$ cat config.mk
export PLATFORM = sky130hd
export DESIGN_NAME = psram_qpi_ctrl_flat
export DESIGN_NICKNAME = d
export VERILOG_FILES = /design/src/rtl/psram_qpi_ctrl_if.sv /design/src/rtl/psram_qpi_ctrl.sv /design/src/flat_wrapper.sv
export SDC_FILE = /design/constraint.sdc
export NUM_CORES = 1
export LEC_CHECK = 0
export CAP_MARGIN = 20
export CORE_MARGIN = 2
export CORE_UTILIZATION = 41
export CTS_BUF_LIST = sky130_fd_sc_hd__clkbuf_8
export DETAILED_ROUTE_END_ITERATION = 10
export PLACE_DENSITY = 0.67
export SLEW_MARGIN = 5
export SYNTH_ARGS = -nofsm -noshare
export SYNTH_HDL_FRONTEND = slang
export SYNTH_SLANG_ARGS = --single-unit
$ cat constraint.sdc
create_clock -name clk -period 6.4 [get_ports clk]
set_clock_uncertainty 0.2 [all_clocks]
set_input_delay 0.96 -clock clk [delete_from_list [all_inputs] [get_ports clk]]
set_output_delay 0.96 -clock clk [all_outputs]
set_load 0.01 [all_outputs]
$ cat src/rtl/psram_qpi_ctrl_if.sv
// Requester-side bus of the PSRAM controller: one 32-bit word per request.
interface psram_qpi_ctrl_if;
    logic        req;
    logic        we;
    logic [22:0] addr;
    logic [31:0] wdata;
    logic        ready;
    logic        ack;
    logic [31:0] rdata;

    // The requester drives the request and write data; it observes status and read data.
    modport master (
        output req,
        output we,
        output addr,
        output wdata,
        input  ready,
        input  ack,
        input  rdata
    );

    // The controller consumes the request and returns status and read data.
    modport slave (
        input  req,
        input  we,
        input  addr,
        input  wdata,
        output ready,
        output ack,
        output rdata
    );
endinterface

$ cat src/rtl/psram_qpi_ctrl.sv
// QSPI PSRAM sequencer: powers up the device, switches it to QPI with 0x35,
// then runs one full-word quad read (0xEB) or quad write (0x38) per request.
// SCLK runs at clk/2: phase L (sclk=0) presents data, phase H (sclk=1) lets the
// device sample; read data is captured on the edge that ends phase H.
// The SIO tristate buffers live in the top level.
module psram_qpi_ctrl #(
    parameter int POWERUP_CYCLES = 4050,
    parameter int WAIT_CYCLES    = 6,
    parameter int CE_GAP         = 2
) (
    input  logic                   clk,
    input  logic                   rst,
    psram_qpi_ctrl_if.slave        bus_if,
    output logic                   psram_ce_n_o,
    output logic                   psram_sclk_o,
    output logic [3:0]             sio_o,
    output logic                   sio_oe_o,
    input  logic [3:0]             sio_i
);
    localparam int          CNT_W      = 16;
    // Init command sent serially on SIO0 while the device is still in SPI mode.
    localparam logic [63:0] INIT_FRAME = {8'h35, 56'd0};

    typedef enum logic [3:0] {
        S_INIT_WAIT,
        S_INIT_CMD,
        S_CMD,
        S_ADDR,
        S_WAIT,
        S_DATA,
        S_DONE,
        S_GAP,
        S_IDLE
    } state_t;

    state_t             state_q;
    logic [CNT_W-1:0]   cnt_q;      // power-up count, remaining SCLK periods, or gap cycles
    logic [63:0]        tx_q;       // outgoing bits, next one at the top
    logic [31:0]        rx_q;       // read nibbles collected during DATA
    logic               we_q;
    logic [31:0]        rdata_q;
    logic               ce_n_q;
    logic               sclk_q;
    logic [3:0]         sio_o_q;
    logic               sio_oe_q;
    logic               ready_q;
    logic               ack_q;

    logic [63:0]        frame_d;
    logic               addr_unused;

    // Full QPI frame for the incoming request: command, 24-bit word address, write data.
    always_comb begin
        frame_d = {(bus_if.we ? 8'h38 : 8'hEB), 1'b0, bus_if.addr[22:2], 2'b00, bus_if.wdata};
    end

    // Byte-offset bits are not transmitted; the device is always word-addressed here.
    assign addr_unused = ^bus_if.addr[1:0];

    // Controller FSM with all pin and bus outputs registered.
    always_ff @(posedge clk or posedge rst) begin
        if (rst) begin
            state_q  <= S_INIT_WAIT;
            cnt_q    <= '0;
            tx_q     <= '0;
            rx_q     <= '0;
            we_q     <= 1'b0;
            rdata_q  <= '0;
            ce_n_q   <= 1'b1;
            sclk_q   <= 1'b0;
            sio_o_q  <= 4'h0;
            sio_oe_q <= 1'b0;
            ready_q  <= 1'b0;
            ack_q    <= 1'b0;
        end else begin
            ack_q <= 1'b0;
            case (state_q)
                S_INIT_WAIT: begin
                    if (cnt_q == CNT_W'(POWERUP_CYCLES - 1)) begin
                        state_q  <= S_INIT_CMD;
                        cnt_q    <= CNT_W'(8);
                        ce_n_q   <= 1'b0;
                        sio_oe_q <= 1'b1;
                        sio_o_q  <= {3'b000, INIT_FRAME[63]};
                        tx_q     <= {INIT_FRAME[62:0], 1'b0};
                    end else begin
                        cnt_q <= cnt_q + 1'b1;
                    end
                end

                S_INIT_CMD, S_CMD, S_ADDR, S_WAIT, S_DATA: begin
                    if (!sclk_q) begin
                        sclk_q <= 1'b1;
                    end else begin
                        // End of phase H: the device has sampled, and read data is stable.
                        sclk_q <= 1'b0;
                        if (state_q == S_DATA && !we_q) begin
                            rx_q <= {rx_q[27:0], sio_i};
                        end
                        if (cnt_q != CNT_W'(1)) begin
                            cnt_q <= cnt_q - 1'b1;
                            if (state_q == S_INIT_CMD) begin
                                sio_o_q <= {3'b000, tx_q[63]};
                                tx_q    <= {tx_q[62:0], 1'b0};
                            end else if (sio_oe_q) begin
                                sio_o_q <= tx_q[63:60];
                                tx_q    <= {tx_q[59:0], 4'h0};
                            end
                        end else begin
                            case (state_q)
                                S_INIT_CMD: begin
                                    state_q  <= S_GAP;
                                    cnt_q    <= CNT_W'(CE_GAP);
                                    ce_n_q   <= 1'b1;
                                    sio_oe_q <= 1'b0;
                                    sio_o_q  <= 4'h0;
                                end
                                S_CMD: begin
                                    state_q <= S_ADDR;
                                    cnt_q   <= CNT_W'(6);
                                    sio_o_q <= tx_q[63:60];
                                    tx_q    <= {tx_q[59:0], 4'h0};
                                end
                                S_ADDR: begin
                                    if (we_q) begin
                                        state_q <= S_DATA;
                                        cnt_q   <= CNT_W'(8);
                                        sio_o_q <= tx_q[63:60];
                                        tx_q    <= {tx_q[59:0], 4'h0};
                                    end else begin
                                        // Release the bus before the device starts driving it.
                                        state_q  <= (WAIT_CYCLES > 0) ? S_WAIT : S_DATA;
                                        cnt_q    <= (WAIT_CYCLES > 0) ? CNT_W'(WAIT_CYCLES) : CNT_W'(8);
                                        sio_oe_q <= 1'b0;
                                        sio_o_q  <= 4'h0;
                                    end
                                end
                                S_WAIT: begin
                                    state_q <= S_DATA;
                                    cnt_q   <= CNT_W'(8);
                                end
                                default: begin
                                    // Last data period done: close the transaction.
                                    state_q  <= S_DONE;
                                    ce_n_q   <= 1'b1;
                                    sio_oe_q <= 1'b0;
                                    sio_o_q  <= 4'h0;
                                    ack_q    <= 1'b1;
                                    if (!we_q) begin
                                        rdata_q <= {rx_q[27:0], sio_i};
                                    end
                                end
                            endcase
                        end
                    end
                end

                S_DONE: begin
                    // DONE already counts as the first CE# high cycle of the gap.
                    if (CE_GAP <= 1) begin
                        state_q <= S_IDLE;
                        ready_q <= 1'b1;
                    end else begin
                        state_q <= S_GAP;
                        cnt_q   <= CNT_W'(CE_GAP - 1);
                    end
                end

                S_GAP: begin
                    if (cnt_q <= CNT_W'(1)) begin
                        state_q <= S_IDLE;
                        ready_q <= 1'b1;
                    end else begin
                        cnt_q <= cnt_q - 1'b1;
                    end
                end

                S_IDLE: begin
                    if (bus_if.req) begin
                        state_q  <= S_CMD;
                        cnt_q    <= CNT_W'(2);
                        we_q     <= bus_if.we;
                        ready_q  <= 1'b0;
                        ce_n_q   <= 1'b0;
                        sclk_q   <= 1'b0;
                        sio_oe_q <= 1'b1;
                        sio_o_q  <= frame_d[63:60];
                        tx_q     <= {frame_d[59:0], 4'h0};
                    end
                end

                default: begin
                    state_q  <= S_INIT_WAIT;
                    cnt_q    <= '0;
                    ce_n_q   <= 1'b1;
                    sclk_q   <= 1'b0;
                    sio_oe_q <= 1'b0;
                    sio_o_q  <= 4'h0;
                    ready_q  <= 1'b0;
                end
            endcase
        end
    end

    assign psram_ce_n_o  = ce_n_q;
    assign psram_sclk_o  = sclk_q;
    assign sio_o         = sio_o_q;
    assign sio_oe_o      = sio_oe_q;
    assign bus_if.ready  = ready_q;
    assign bus_if.ack    = ack_q;
    assign bus_if.rdata  = rdata_q;
endmodule

$ cat src/flat_wrapper.sv
// flat-port wrapper written by rule: the top's interface ports become plain ports
module psram_qpi_ctrl_flat 
#(
    parameter int POWERUP_CYCLES = 4050,
    parameter int WAIT_CYCLES    = 6,
    parameter int CE_GAP         = 2
)
  (clk, rst, psram_ce_n_o, psram_sclk_o, sio_o, sio_oe_o, sio_i, bus_if_req, bus_if_we, bus_if_addr, bus_if_wdata, bus_if_ready, bus_if_ack, bus_if_rdata);
  psram_qpi_ctrl_if bus_if_i ();
  input  logic clk;
  input  logic rst;
  output logic psram_ce_n_o;
  output logic psram_sclk_o;
  output logic [3:0] sio_o;
  output logic sio_oe_o;
  input  logic [3:0] sio_i;
  input wire logic [$bits(bus_if_i.req)-1:0] bus_if_req;
  input wire logic [$bits(bus_if_i.we)-1:0] bus_if_we;
  input wire logic [$bits(bus_if_i.addr)-1:0] bus_if_addr;
  input wire logic [$bits(bus_if_i.wdata)-1:0] bus_if_wdata;
  output wire logic [$bits(bus_if_i.ready)-1:0] bus_if_ready;
  output wire logic [$bits(bus_if_i.ack)-1:0] bus_if_ack;
  output wire logic [$bits(bus_if_i.rdata)-1:0] bus_if_rdata;
  assign bus_if_i.req = bus_if_req;
  assign bus_if_i.we = bus_if_we;
  assign bus_if_i.addr = bus_if_addr;
  assign bus_if_i.wdata = bus_if_wdata;
  assign bus_if_ready = bus_if_i.ready;
  assign bus_if_ack = bus_if_i.ack;
  assign bus_if_rdata = bus_if_i.rdata;
  psram_qpi_ctrl #(.POWERUP_CYCLES(POWERUP_CYCLES), .WAIT_CYCLES(WAIT_CYCLES), .CE_GAP(CE_GAP)) u_core (.clk(clk), .rst(rst), .bus_if(bus_if_i), .psram_ce_n_o(psram_ce_n_o), .psram_sclk_o(psram_sclk_o), .sio_o(sio_o), .sio_oe_o(sio_oe_o), .sio_i(sio_i));
endmodule
# Yosys cells after proc, flatten, opt, wreduce, memory -nomap -nowiden
# Cells that the tools add are included.
totals:
  wordCells: 123
  output_inout_bits: 41
  ff_bits: 154
classes:
  eq_ne: 24
  n_addsub: 2
  n_reduce_logical: 22
  n_bitwise: 6
  n_mux: 56
  n_lt_le_gt_ge: 1
ops:
  columns: ["operator", "count"]
  rows:
  - ["$mux W64", 7]
  - ["$pmux W64 S3", 1]
  - ["$pmux W64 S2", 1]
  - ["$mux W16", 5]
  - ["$pmux W16 S5", 1]
  - ["$pmux W16 S4", 1]
  - ["$mux W4", 13]
  - ["$pmux W4 S4", 2]
  - ["$pmux W4 S5", 1]
  - ["$mux W1", 17]
  - ["$add A16 B1 Y16 const B", 1]
  - ["$eq A16 B12 Y1 const B", 1]
  - ["$eq A4 B3 Y1 const B", 4]
  - ["$le A16 B1 Y1 const B", 1]
  - ["$ne A16 B1 Y1 const B", 1]
  - ["$sub A16 B1 Y16 const B", 1]
  - ["$reduce_and A7 Y1", 2]
  - ["$pmux W4 S3", 1]
  - ["$reduce_and A6 Y1", 2]
  - ["$ne A2 B2 Y1 const B", 5]
  - ["$reduce_and A5 Y1", 2]
  - ["$eq A4 B2 Y1 const B", 2]
  - ["$mux W8", 1]
  - ["$pmux W1 S4", 2]
  - ["other kinds (24)", 36]

# Logic depth before layout (Yosys ltp)
logic_depth:
  word_depth: 6
  depth_mapped: 10

# Worst setup path after synthesis
# No wires, ideal clock.
synth_timing:
  path_kind: "register to register"
  start: "register u_core.cnt_q[1]"
  end: "register u_core.state_q[0]"
  path_slack_ns: 3.477
  path_stages_with_launch: 10
  required_time_ns: 6.073
  arrival_ns: 2.596
  period_less_slack_ns: 2.923
  cell_sequence: "dfrtp_1 -> inv_1 -> ha_1 -> or3b_1 -> or4_4 -> nor2b_4 -> buf_6 -> nor3_4 -> and2_4 -> mux2_1"
synth_via:
  elab_chain_cells: 3
synth_lines:
  columns: ["element", "line", "rtl"]
  rows:
  - ["start, declared", "psram_qpi_ctrl.sv:37", "logic [CNT_W-1:0] cnt_q;"]
  - ["start signal, assigned", "psram_qpi_ctrl.sv:87", "cnt_q <= cnt_q + 1'b1;"]
  - ["start signal, assigned", "psram_qpi_ctrl.sv:101", "cnt_q <= cnt_q - 1'b1;"]
  - ["start signal, assigned", "psram_qpi_ctrl.sv:113", "cnt_q <= CNT_W'(CE_GAP);"]
  - ["$le A16 B1 Y1, or another cell as far along", "psram_qpi_ctrl.sv:170", "if (cnt_q <= CNT_W'(1)) begin"]
  - ["$ne A2 B1 Y1 (no line) / $ne A2 B2 Y1 (equally long branches)", null, null]
  - ["$reduce_and A5 Y1 (no line) *", null, null]
  - ["end signal, assigned", "psram_qpi_ctrl.sv:132", "state_q <= (WAIT_CYCLES > 0) ? S_WAIT : S_DATA;"]
  - ["end, declared", "psram_qpi_ctrl.sv:36", "state_t state_q;"]
# Every way passes the cells marked *; elsewhere a longest branch is shown, timed or not.
# A chain may end at the register's enable or synchronous reset.

# Worst setup path after layout
layout_timing:
  start: "register u_core.cnt_q[1]"
  end: "register u_core.tx_q[36]"
layout_via:
  elab_chain_cells: 4
layout_lines:
  columns: ["element", "line", "rtl"]
  rows:
  - ["$ne A16 B1 Y1", "psram_qpi_ctrl.sv:100", "if (cnt_q != CNT_W'(1)) begin"]
  - ["$mux W64", "psram_qpi_ctrl.sv:100", null]
  - ["$mux W64", "psram_qpi_ctrl.sv:92", "if (!sclk_q) begin"]
  - ["$pmux W64 S3", "psram_qpi_ctrl.sv:77", "case (state_q)"]
  - ["end signal, assigned", "psram_qpi_ctrl.sv:85", "tx_q <= {INIT_FRAME[62:0], 1'b0};"]
  - ["end signal, assigned", "psram_qpi_ctrl.sv:104", "tx_q <= {tx_q[62:0], 1'b0};"]
  - ["end signal, assigned", "psram_qpi_ctrl.sv:107", "tx_q <= {tx_q[59:0], 4'h0};"]
  - ["end, declared", "psram_qpi_ctrl.sv:38", "logic [63:0] tx_q;"]
# Parallel ways exist; a longest one is shown, timed or not. The select of a mux whose other input is x is not followed.

==> flow_metrics.py <==
metrics = {
    "run_status": {
        "status": "finished, final reports clean",
    },
    "grt": {
        "grt_usage_pct": 18.4,
        "grt_pass1_wl_um": 29700,
        "antenna_found_initial": 0,
        "grt_overflow": 0,
        "grt_max_degree": 107,
        "grt_pass1_vias": 5714,
    },
    "clock_network": {
        "cts.clk_slew.worst_paths_ns": 0.09,
        "clk_path_buf_depth": 2,
        "cts.repair.resized": 0,
        "cts_buffers": 17,
        "cts_setup_buffers": 0,
        "ctsHoldBuffers": 0,
        "cts-root-buf": "clkbuf_8",
        "cts_tree": "done",
        "htree_levels": 4,
        "cts.sinks": 150,
        "worst_skew_pair.late_latency_ns": 0.45,
    },
    "routing": {
        "drtIter0Drc": 692,
        "drc_errors": 0,
        "via_per_inst": 5.78,
        "wl_um": 17900,
        "via_count": 5940,
        "drt.antenna.violating_nets": 0,
        "dr.pass1.iters": 9,
        "wl_per_cell_um": 17.5,
    },
    "critical_path": {
        "rr_endpoint": "u_core.tx_q[36]$_DFFE_PP0P_",
        "startpoint_type": "flip-flop",
        "critPathLaunch": "u_core.cnt_q[1]$_DFFE_PP0P_",
        "cp_slowest_cell": "buf_4",
        "slowest_delay_ns": 0.79,
        "crit_arrival_ns": 3.89,
        "reg2reg_slack_ns": 2.65,
        "endpoint_kind": "flip-flop",
        "critPathRequiredTime_ns": 6.55,
        "path_buf_inv": 2,
        "r2r_cells": 9,
        "path_class": "reg -> reg",
        "crit_path_cell_trace": "inv_1, ha_1, nor3b_1, nand2_1, o21ai_0, a21oi_1, nor4_4, buf_4, mux2_1",
        "cp_max_fo": 60,
        "cp_top_family": "buffers and inverters",
        "r2r_start": "u_core.cnt_q[1]$_DFFE_PP0P_",
    },
    "floorplan": {
        "die_h_um": 141,
        "num_rows": 50,
        "start_util_pct": 41.5,
        "die_w_um": 141,
        "die-area_mm2": 0.0199,
        "core_area_mm2": 0.0186,
        "ios": 104,
    },
    "cells_and_area": {
        "final_area_mm2": 0.00928,
        "layout_commonest_cell": "dfrtp_1",
        "insertedDiodeCount": 0,
        "nNetsFinal": 846,
        "layout-drive-gt1-share_pct": 14.9,
        "fillerInstances": 1653,
        "syn_to_final_growth_pct": 20.3,
        "layoutNonFillerInstCount": 1027,
        "final_cell_mix": "dfrtp_1, clkdlybuf4s50_1, inv_1",
    },
    "placement": {
        "place_area_mm2": 0.00885,
        "dp_cells": 994,
        "hpwl_um": 11800,
        "numPortBuffers": 101,
        "place.gp.congestion": 0.896,
    },
    "synth": {
        "synthCells": 707,
        "synth_edf_count": 0,
        "syn_nets": 773,
        "ys_async_sr_fraction_pct": 100,
        "ys_types": 66,
        "ys_top_cells_by_area": "dfrtp_1, mux2_2, mux2i_1",
        "synth_top_area_cell": "dfrtp_1",
        "ys_ff_latch": 150,
        "synth_flop_cell": "dfrtp_1",
        "yosys.area.top_type_share_pct": 48.3,
        "synth.avg_cell_area_um2": 10.9,
        "yosysSeqAreaShare_pct": 48.7,
        "synthesis.area_mm2": 0.00772,
        "synth-warning-count": 0,
    },
    "sta": {
        "grt_setup_unrepaired": "no",
        "fin_crit_sh_pct": 58.6,
        "final-hold-violation-count": 0,
        "setup_viol": 0,
        "slew_headroom_pct": 34.3,
        "worstMarginPinSlew_ns": 0.985,
        "report.final.slew_viol_count": 0,
        "fin_tns_setup_ns": 0,
        "max_freq_mhz": 267,
        "finalCriticalPeriod_ns": 3.75,
    },
    "worst_hold_path": {
        "holdPathEnd": "u_core.bus_if.rdata[30]$_DFFE_PP0P_",
        "holdCritStartpoint": "u_core.rx_q[26]$_DFFE_PP0P_",
        "min_path_type": "reg -> reg",
        "whs_path_depth": 1,
    },
    "power_and_ir_drop": {
        "power.density_mw_per_mm2": 434,
        "ir_drop_mv": 0.196,
        "p_leak_uw": 0.00390,
    },
    "run": {
        "max-cap-violations": 0,
    },
}
-- power by group --
part / switching (µW) / total, µW / internal (µW)
Clock: 392 / 748 / 356
Combinational: 920 / 1680 / 761
Sequential: 346 / 1600 / 1250
Total: 1660 / 4030 / 2370
-- metrics by stage --
stage	hold slack, ns	worst slack [ns]	utilization [%]	power, µW
3_5_place_dp	0.275	2.67	47.6	3260
6_report	0.290	2.65	50.0	4030
3_3_place_gp	0.267	2.69	47.6	3240
2_1_floorplan	0.259	1.21	-	2820
5_1_grt	0.308	2.43	50.0	4320
4_1_cts	0.291	2.70	49.8	4020
-- cell type report --
class                   count  area [µm²]  share of cell area (%)
multi-input cells         440        3500                    37.7
inverters                  61         234                    2.52
clock buffers              17         234                    2.52
repair buffers            110        1100                    11.8
clock inverters            15         168                    1.81
well taps                 234         293                    3.15
flip-flops and latches    150        3750                    40.5
-- flip-flops by register name, summed over array words and instances (netlist names) --
| register | cells |
|---|---|
| u_core.bus_if.ready | 1 |
| u_core.bus_if.ack | 1 |
| u_core.tx_q | 60 |
| u_core.psram_ce_n_o | 1 |
| u_core.rx_q | 28 |
| u_core.sio_oe_o | 1 |
| u_core.cnt_q | 16 |
| u_core.state_q | 4 |
| u_core.sio_o | 4 |
| u_core.we_q | 1 |
| u_core.psram_sclk_o | 1 |
| u_core.bus_if.rdata | 32 |
-- Yosys cell counts (4+ instances only) --
library cell / instances
mux2_1: 21
nor2_1: 28
o32ai_1: 4
dfrtp_1: 149
nand4_1: 6
o21ai_0: 23
a22o_1: 9
a221o_1: 5
o31ai_1: 4
nor4_1: 4
a21oi_1: 33
xnor2_1: 4
buf_2: 13
nor3_1: 18
buf_4: 4
nand2_1: 31
or3_1: 9
mux2_2: 53
inv_1: 61
or4_1: 4
or2_2: 4
a31oi_1: 6
buf_6: 4
a222oi_1: 48
mux2i_1: 53
nand3_1: 10
clkbuf_1: 34
o22ai_1: 7
-- cells by family after synthesis --
kind of cell,share of synthesized area (%)
AOI/OAI and AO/OA,16.2
DFF,48.7
and+or+nand+nor,9.78
muxes,17.7
buffers and inverters,6.49
xor gates and xnor gates,0.681
adders and majority gates,0.487
-- per-layer routing --
metal | GRT usage, % | share of wire (%) | wire length, µm | vias to the layer above
met4 | 5.47 | 1.2 | 222 | 0
met1 | 25.8 | 46 | 8260 | 2966
met3 | 4.82 | 4.8 | 858 | 20
met5 | 0 | 0 | 0 | -
met2 | 28.3 | 48 | 8590 | 155
li1 | - | - | - | 2799
-- worst max-delay path by stage --
stage	to	slack, ns	cells past startpoint
4_1_cts	u_core.tx_q[61]$_DFFE_PP0P_	2.70	9
3_5_place_dp	u_core.tx_q[36]$_DFFE_PP0P_	2.67	6
5_1_grt	u_core.tx_q[59]$_DFFE_PP0P_	2.43	9
3_3_place_gp	u_core.tx_q[6]$_DFFE_PP0P_	2.69	6
6_report	u_core.tx_q[36]$_DFFE_PP0P_	2.65	9
2_1_floorplan	u_core.bus_if.ack$_DFF_PP0_	1.21	1
No activity file was read; power rests on OpenSTA's default activity.
